### src/rtl/alu_rr_scheduler.sv
`default_nettype none
// ============================================================================
// alu_rr_scheduler : round-robin front end sharing one combinational ALU
// Revision 1.0
// ============================================================================
module alu_rr_scheduler #(
   parameter int NUM_REQ = 4,
   parameter int WIDTH   = 32,
   parameter int SHW     = 5,
   parameter int IDW     = 2,
   parameter int NUM_OPS = 10
) (
   input  logic                   clk,
   input  logic                   rst_n,
   input  logic [NUM_REQ-1:0]     req_valid,
   output logic [NUM_REQ-1:0]     req_ready,
   input  logic [NUM_REQ*4-1:0]   req_opcode,
   input  logic [NUM_REQ*WIDTH-1:0] req_a,
   input  logic [NUM_REQ*WIDTH-1:0] req_b,
   input  logic [NUM_REQ*SHW-1:0] req_shift,
   output logic [3:0]             alu_opcode,
   output logic [WIDTH-1:0]       alu_input1,
   output logic [WIDTH-1:0]       alu_input2,
   output logic [SHW-1:0]         alu_shift,
   input  logic [WIDTH-1:0]       alu_result,
   input  logic                   alu_carry,
   input  logic                   alu_zero,
   input  logic                   alu_sign,
   output logic                   rsp_valid,
   input  logic                   rsp_ready,
   output logic [IDW-1:0]         rsp_id,
   output logic [WIDTH-1:0]       rsp_result,
   output logic                   rsp_carry,
   output logic                   rsp_zero,
   output logic                   rsp_sign,
   output logic                   rsp_err,
   output logic                   busy
);

   typedef enum logic [1:0] {
      S_IDLE = 2'd0,
      S_EXEC = 2'd1,
      S_RESP = 2'd2
   } state_t;

   state_t           r_state;
   state_t           w_state_nxt;
   logic [IDW-1:0]   r_last_grant;
   logic [IDW-1:0]   w_grant;
   logic             w_found;
   logic [3:0]       w_sel_op;
   logic             w_illegal;

   // First valid requester after the previous winner, wrapping modulo NUM_REQ
   always_comb begin
      int idx;
      w_grant = '0;
      w_found = 1'b0;
      idx     = 0;
      for (int k = 1; k <= NUM_REQ; k++) begin
         idx = int'(r_last_grant) + k;
         if (idx >= NUM_REQ) idx = idx - NUM_REQ;
         if (!w_found && req_valid[IDW'(idx)]) begin
            w_found = 1'b1;
            w_grant = IDW'(idx);
         end
      end
   end

   assign w_sel_op  = req_opcode[int'(w_grant)*4 +: 4];
   assign w_illegal = int'(w_sel_op) >= NUM_OPS;

   // Accept is offered only in IDLE and never looks at rsp_ready
   always_comb begin
      req_ready = '0;
      if (r_state == S_IDLE && w_found) req_ready[w_grant] = 1'b1;
   end

   always_comb begin
      w_state_nxt = r_state;
      case (r_state)
         S_IDLE:  if (w_found) w_state_nxt = w_illegal ? S_RESP : S_EXEC;
         S_EXEC:  w_state_nxt = S_RESP;
         S_RESP:  if (rsp_ready) w_state_nxt = S_IDLE;
         default: w_state_nxt = S_IDLE;
      endcase
   end

   always_ff @(posedge clk or negedge rst_n) begin
      if (!rst_n) begin
         r_state      <= S_IDLE;
         r_last_grant <= IDW'(NUM_REQ - 1);
         alu_opcode   <= '0;
         alu_input1   <= '0;
         alu_input2   <= '0;
         alu_shift    <= '0;
         rsp_id       <= '0;
         rsp_result   <= '0;
         rsp_carry    <= 1'b0;
         rsp_zero     <= 1'b0;
         rsp_sign     <= 1'b0;
         rsp_err      <= 1'b0;
      end else begin
         r_state <= w_state_nxt;
         case (r_state)
            S_IDLE: begin
               if (w_found) begin
                  alu_opcode   <= w_sel_op;
                  alu_input1   <= req_a[int'(w_grant)*WIDTH +: WIDTH];
                  alu_input2   <= req_b[int'(w_grant)*WIDTH +: WIDTH];
                  alu_shift    <= req_shift[int'(w_grant)*SHW +: SHW];
                  rsp_id       <= w_grant;
                  r_last_grant <= w_grant;
                  // Illegal ops bypass the ALU and report straight away
                  if (w_illegal) begin
                     rsp_result <= '0;
                     rsp_carry  <= 1'b0;
                     rsp_zero   <= 1'b0;
                     rsp_sign   <= 1'b0;
                     rsp_err    <= 1'b1;
                  end
               end
            end
            S_EXEC: begin
               rsp_result <= alu_result;
               rsp_carry  <= alu_carry;
               rsp_zero   <= alu_zero;
               rsp_sign   <= alu_sign;
               rsp_err    <= 1'b0;
            end
            default: ;
         endcase
      end
   end

   assign rsp_valid = (r_state == S_RESP);
   assign busy      = (r_state != S_IDLE);

endmodule
`default_nettype wire
### config.mk
export PLATFORM = sky130hd
export DESIGN_NAME = alu_rr_scheduler
export DESIGN_NICKNAME = d
export VERILOG_FILES = /design/src/rtl/alu_rr_scheduler.sv
export SDC_FILE = /design/constraint.sdc
export NUM_CORES = 1
export LEC_CHECK = 0
export ABC_AREA = 1
export CAP_MARGIN = 40
export CORE_AREA = 10 10 168 170
export DETAILED_ROUTE_END_ITERATION = 8
export DIE_AREA = 0 0 178 180
export PLACE_DENSITY = 0.64
export SLEW_MARGIN = 20
export SYNTH_ARGS = -nofsm -noshare
export SYNTH_HDL_FRONTEND = slang
export SYNTH_SLANG_ARGS = --single-unit
### constraint.sdc
create_clock -name clk -period 2.7 [get_ports clk]
set_clock_uncertainty 0.1 [all_clocks]
set_input_delay 0.54 -clock clk [delete_from_list [all_inputs] [get_ports clk]]
set_output_delay 0.54 -clock clk [all_outputs]
set_load 0.02 [all_outputs]
## Word-level counts from Yosys, hierarchy flattened

Index checks and enable logic that the tools add are counted.

- $add $sub $neg: 8
- Multipliers: 1
- Magnitude comparators: 11
- Equality and inequality tests: 5
- Shifts and indexed selects: 4
- Mux-type cells: 42
- Reduce and logical (&&, ||, !) cells: 14

Operator list:

| cell | number |
|---|---|
| indexed part select 128 x 8 -> 32 bit | 2 |
| 2-to-1 mux 32 bit | 2 |
| one-hot mux 32 bit (2 select lines) | 1 |
| 2-to-1 mux 2 bit | 11 |
| indexed part select 20 x 6 -> 5 bit | 1 |
| 2-to-1 mux 1 bit | 17 |
| less-than comparator 2 x 4 -> 1 bit (second input constant) | 4 |
| indexed part select 16 x 5 -> 4 bit | 1 |
| greater-or-equal comparator 3 bit (second input constant) | 3 |
| binary-select mux 1 bit (select 2 bit) | 4 |
| one-hot mux 1 bit (2 select lines) | 4 |
| subtractor 2 x 1 -> 2 bit (second input constant) | 4 |
| adder 2 x 2 -> 3 bit (second input constant) | 2 |
| one-hot mux 2 bit (3 select lines) | 1 |
| logical AND 1 bit | 5 |
| multiplier 2 x 3 -> 5 bit (second input constant) | 1 |
| adder 2 x 3 -> 4 bit (second input constant) | 1 |
| greater-or-equal comparator 4 x 3 -> 1 bit (second input constant) | 1 |
| greater-or-equal comparator 4 bit (second input constant) | 1 |
| 2-to-1 mux 4 bit | 1 |
| inequality test 2 bit (second input constant) | 2 |
| AND reduction 2 bit | 2 |
| nonzero test 2 bit | 2 |
| adder 2 x 1 -> 3 bit (second input constant) | 1 |
| other kinds (9) | 11 |

- Register bits: 115
- Logic and storage cells: 97

## Longest topological paths before layout

- Word-level depth: 21
- Depth in mapped cells: 19
- Gate-level depth less buffers: 17

## Worst setup path before layout

OpenSTA, ideal clock, no wires.

- Path kind: flip-flop to output port
- Start point: register r_last_grant[0]
- End point: output req_ready[3]
- Data arrival time: 2,075 ps
- Data required time: 2,060 ps
- Slack: -15 ps
- Cell stages (with the launch flop): 13
- Buffers on the path: 2
- Cell sequence: dfstp_2 inv_2 nand2_2 nand2_1 nand2_1 nand2_1 nor2_4 nand2_1 nand2_1 o21ai_1 buf_4 clkbuf_1 nor3_1

- Word-level cells in the longest chain between the ends: 21
- Elaborated cells between the ends (all ways): 49
- Those cells by class: 8 x add/sub; 6 x order compare; 27 x mux; 8 x reduce/logical

RTL lines:

| element | RTL line | source |
|---|---|---|
| from (decl) | 48 | `logic [IDW-1:0] r_last_grant;` |
| from (signal assigned) | 92 | `r_last_grant <= IDW'(NUM_REQ - 1);` |
| from (signal assigned) | 113 | `r_last_grant <= w_grant;` |
| adder 2 x 1 -> 3 bit | 61 | `idx = int'(r_last_grant) + k;` |
| greater-or-equal comparator 3 bit or subtractor 2 x 1 -> 2 bit (tied branches) | 62 | `if (idx >= NUM_REQ) idx = idx - NUM_REQ;` |
| 2-to-1 mux 2 bit | 62 |  |
| binary-select mux 1 bit (select 2 bit) | 63 | `if (!w_found && req_valid[IDW'(idx)]) begin` |
| 2-to-1 mux 1 bit (implied by the code) (2 in a row) | 63 |  |
| 2-to-1 mux 1 bit | 63 |  |
| zero test 1 bit | 63 |  |
| logical AND 1 bit | 63 |  |
| (+4 left out) | - |  |
| zero test 1 bit | 63 |  |
| logical AND 1 bit | 63 |  |
| 2-to-1 mux 2 bit | 63 |  |
| less-than comparator 2 x 3 -> 1 bit (implied by the code) or greater-or-equal comparator 2 x 1 -> 1 bit (tied branches) | 76 | `if (r_state == S_IDLE && w_found) req_ready[w_grant] = 1'b1;` |
| logical AND 1 bit (implied by the code) | 76 |  |
| 2-to-1 mux 1 bit (implied by the code) | 76 |  |
| demux 1 bit (select 2 bit) | 76 |  |
| 2-to-1 mux 4 bit * | 76 |  |
| to (decl) | 16 | `output logic [NUM_REQ-1:0] req_ready,` |

Mark *: on every way between the ends. The rest lies on a longest branch, timed or not. The select of a mux whose other input is x is not followed.

## Worst setup path in the final report

- Start point: register r_last_grant[0]
- End point: register rsp_result[2]

- Word-level cells in the longest chain between the ends: 20
- Elaborated cells between the ends (all ways): 47
- Those cells by class: 8 x add/sub; 5 x order compare; 2 x eq/ne; 1 x shift; 24 x mux; 7 x reduce/logical

RTL lines:

| element | RTL line | source |
|---|---|---|
| adder 2 x 1 -> 3 bit | 61 |  |
| greater-or-equal comparator 3 bit or subtractor 2 x 1 -> 2 bit (tied branches) | 62 |  |
| 2-to-1 mux 2 bit | 62 |  |
| binary-select mux 1 bit (select 2 bit) | 63 |  |
| 2-to-1 mux 1 bit (implied by the code) (2 in a row) | 63 |  |
| 2-to-1 mux 1 bit | 63 |  |
| zero test 1 bit | 63 |  |
| logical AND 1 bit | 63 |  |
| (+3 left out) | - |  |
| 2-to-1 mux 1 bit | 63 |  |
| zero test 1 bit | 63 |  |
| logical AND 1 bit | 63 |  |
| 2-to-1 mux 2 bit | 63 |  |
| indexed part select 16 x 5 -> 4 bit | 70 | `assign w_sel_op = req_opcode[int'(w_grant)*4 +: 4];` |
| greater-or-equal comparator 4 bit | 71 | `assign w_illegal = int'(w_sel_op) >= NUM_OPS;` |
| inequality test 2 bit (no line) | - |  |
| AND reduction 3 bit (no line) * | - |  |
| to (signal assigned) | 125 | `rsp_result <= alu_result;` |
| to (decl) | 32 | `output logic [WIDTH-1:0] rsp_result,` |

Marked as above.
A chain may end at the register's enable or synchronous reset.

==> impl_metrics.ini <==
[setup_path]
critPathLaunch = r_last_grant[0]$_DFFE_PN1P_
crit_fanout = 13
required_ps = 2900
worstReg2RegStart = r_last_grant[0]$_DFFE_PN1P_
start_kind = flop
r2r_slack_ps = -130
path_class = flop to flop
crit_arrival_ps = 3030
crit_path_end_kind = flop
r2r_cells = 17

[floorplan]
die_width_um = 178
die_y_um = 180
fp-row-count = 58
die-area_mm2 = 0.03204
coreArea_mm2 = 0.02489
start_util_pct = 26.49
io_pins = 451

[sta]
finalHoldViolCount = 0
fin_tns_setup_ps = -4370
setup_viol = 42
hold-worst-slack_ps = 116.6
rsz0062_at_grt = yes
setup_ws_ps = -133.7
worstMarginPinSlew_ps = 695.0
fin_crit_sh_pct = 105.0
slew_violations = 0
post-route-min-period_ps = 2834
fmax_mhz = 352.9
max_slew_margin_pct = 53.67

[power]
p_sw_uw = 10180
combinationalPowerShare_pct = 73.2
sw_frac_of_total_pct = 48.57
peakVddDrop_mv = 0.8235
p_per_area_mw_per_mm2 = 1639
p_int_uw = 10780
clkPwrFrac_pct = 11.9
cellLeakagePower_uw = 0.005333
seq_power_share_pct = 14.9

[yosys]
synth.most_common_cell = nor2_1
synthTopCellsByArea = dfrtp_1 43%, nor2_1 14%, o21ai_0 11%
ys_seq_area_share_pct = 43.69
avgSynthCellArea_um2 = 7.407
synthCells = 890
ys_top_cells_by_count = 249 x nor2_1, 158 x nand2_1, 141 x o21ai_0
synth_edf_count = 0
synth_cell_types = 29
synth_area_leader_cell = dfrtp_1
synth_area_mm2 = 0.006593
synth_top_area_share_pct = 42.89
ys_seq_elements = 115
syn_nets = 1224
synthArstFlopShare_pct = 100.0
synth_flop_cell = dfrtp_1
yosysWarningCount = 0

[placement]
io_buffer_count = 450
hpwl_um = 25680
globalplace.congestion = 0.9068
post-place-ws_ps = -618.5

[detailed_routing]
drc = 0
drtIter0Drc = 402
drt-pass1-iter-count = 4
wl_per_cell_um = 20.23
final_antenna_net_count = 0
routed_via_density = 4.790
via_count = 8176
drt_wl_total_um = 34530

[clocking]
cts_hold_buf = 0
clockBufferDepth = 2
numCtsBuffers = 17
cts.sinks = 115
cts_root_buffer = clkbuf_16
clock_latency_ps = 400
cts_tree = built
cts_max_level = 4
clk_pin_slew_ps = 60

[status]
status = finished with violations
failed_checks = negative setup slack

[global_routing]
gr-total-overflow = 0
grt_start_max_net_pins = 116
antenna_found_initial = 1
grt_pass1_vias = 8116
grt_pass1_wl_um = 49330
track_usage_pct = 19.90

[worst_hold_path]
hold_path_class = input port to async pin

[layout]
fillers = 2367
drive_gt1_share_pct = 13.44
fin_nets = 1697
syn2layout_area_growth_pct = 93.95

[job]
drv_cap = 0
==> power by group through the flow <==
stage          sequential (uW)  combinational (uW)  clock (uW)
2_1_floorplan             4010                7120           0
3_3_place_gp              3110               13400           0
3_5_place_dp              3130               13500           0
4_1_cts                   3120               13800        2560
5_1_grt                   3210               16700        2640
6_report                  3110               15300        2500
==> per-layer routing <==
metal | vias up | GRT usage (%) | routed length [um]
met1 | 3851 | 22.21 | 13280
li1 | 3950 | - | -
met2 | 343 | 34.22 | 16930
met5 | - | 0 | 0
met4 | 0 | 4.837 | 626
met3 | 32 | 8.215 | 3691
==> worst max-delay path, stage by stage, from the launching register on <==
cell and delay (ps):
dfstp_2 580, inv_4 70, nand2_2 80, nand2_2 60, nand2_1 80, nand2_2 60, nor2_4 160, nand2_2 100
o21ai_4 240, buf_4 160, buf_6 90, buf_12 140, nand3_1 120, nand2_2 140, nand3_4 170, clkbuf_16 220
nand3_2 50, nand2_1 70
==> state kept, by name, summed over array words and instances (netlist names), 2 cells and up <==
| name | cells |
|---|---|
| alu_input2 | 32 |
| r_last_grant | 2 |
| rsp_result | 32 |
| alu_input1 | 32 |
| alu_shift | 5 |
| alu_opcode | 4 |
| rsp_id | 2 |
| r_state | 2 |
==> through the flow <==
step           total power (uW)  util [%]  instance area, um2  instances
2_1_floorplan             11120         -                6598        890
3_3_place_gp              16490     46.89               11670       1653
3_5_place_dp              16610     46.89               11670       1653
4_1_cts                   19470     49.76               12390       1686
5_1_grt                   22570     51.36               12780       1706
6_report                  20960     51.37               12790       1707
==> area by class of cell <==
type	instances	area [um2]	area share, %
tap	330	412.9	3.229
inverter	18	80.08	0.6263
clock buffer	19	442.9	3.464
sequential	115	2880	22.53
clock inverter	13	197.7	1.546
timing repair buffer	521	5296	41.42
multi-input combinational	690	3473	27.17
antenna	1	2.502	0.01957
==> repair_timing <==
item / 4_1_cts / 5_1_grt
resized for setup: 44 / 41
pin swaps: 9 / 8
cloned: 0 / 6
buffers inserted: 1 / 15
setup endpoints to repair: 55 / 98
==> placed cells by master (no fill, tap or decap), types with 3 or more instances in the layout <==
master | Yosys | final
nand2_1 | 158 | 136
buf_6 | 4 | 7
nand2_4 | 2 | 3
nand3_1 | 21 | 21
dfrtp_1 | 113 | 113
nand3_2 | 29 | 28
a31oi_1 | 33 | 33
inv_6 | 0 | 3
o21ai_0 | 141 | 139
buf_4 | 3 | 53
nand2_2 | 5 | 25
clkbuf_16 | 0 | 23
o21ai_1 | 3 | 4
bufinv_16 | 0 | 4
clkinv_4 | 0 | 5
clkdlybuf4s50_1 | 0 | 445
inv_1 | 14 | 12
nor2_1 | 249 | 244
nor2_4 | 1 | 5
buf_12 | 0 | 8
o221ai_1 | 38 | 38
==> path summary, 6_finish.rpt <==
path / end
max: rsp_result[2]$_DFFE_PN0P_
min: rsp_result[19]$_DFFE_PN0P_
max reg2reg: rsp_result[2]$_DFFE_PN0P_
min reg2reg: alu_opcode[2]$_DFFE_PN0P_
max in group asynchronous: alu_input1[14]$_DFFE_PN0P_
min in group clk: alu_opcode[2]$_DFFE_PN0P_
==> logic make-up (layout without fill, tap and decap cells) <==
kind of cell / after synthesis / after routing / synth area share [%]
and+or+nand+nor: 469 / 469 / 30.71
AOI/OAI and AO/OA: 221 / 221 / 19.72
DFF: 115 / 115 / 43.69
buffers and inverters: 85 / 571 / 5.883
other: 0 / 1 / 0
Note: power is estimated with default switching activity, not from simulation.
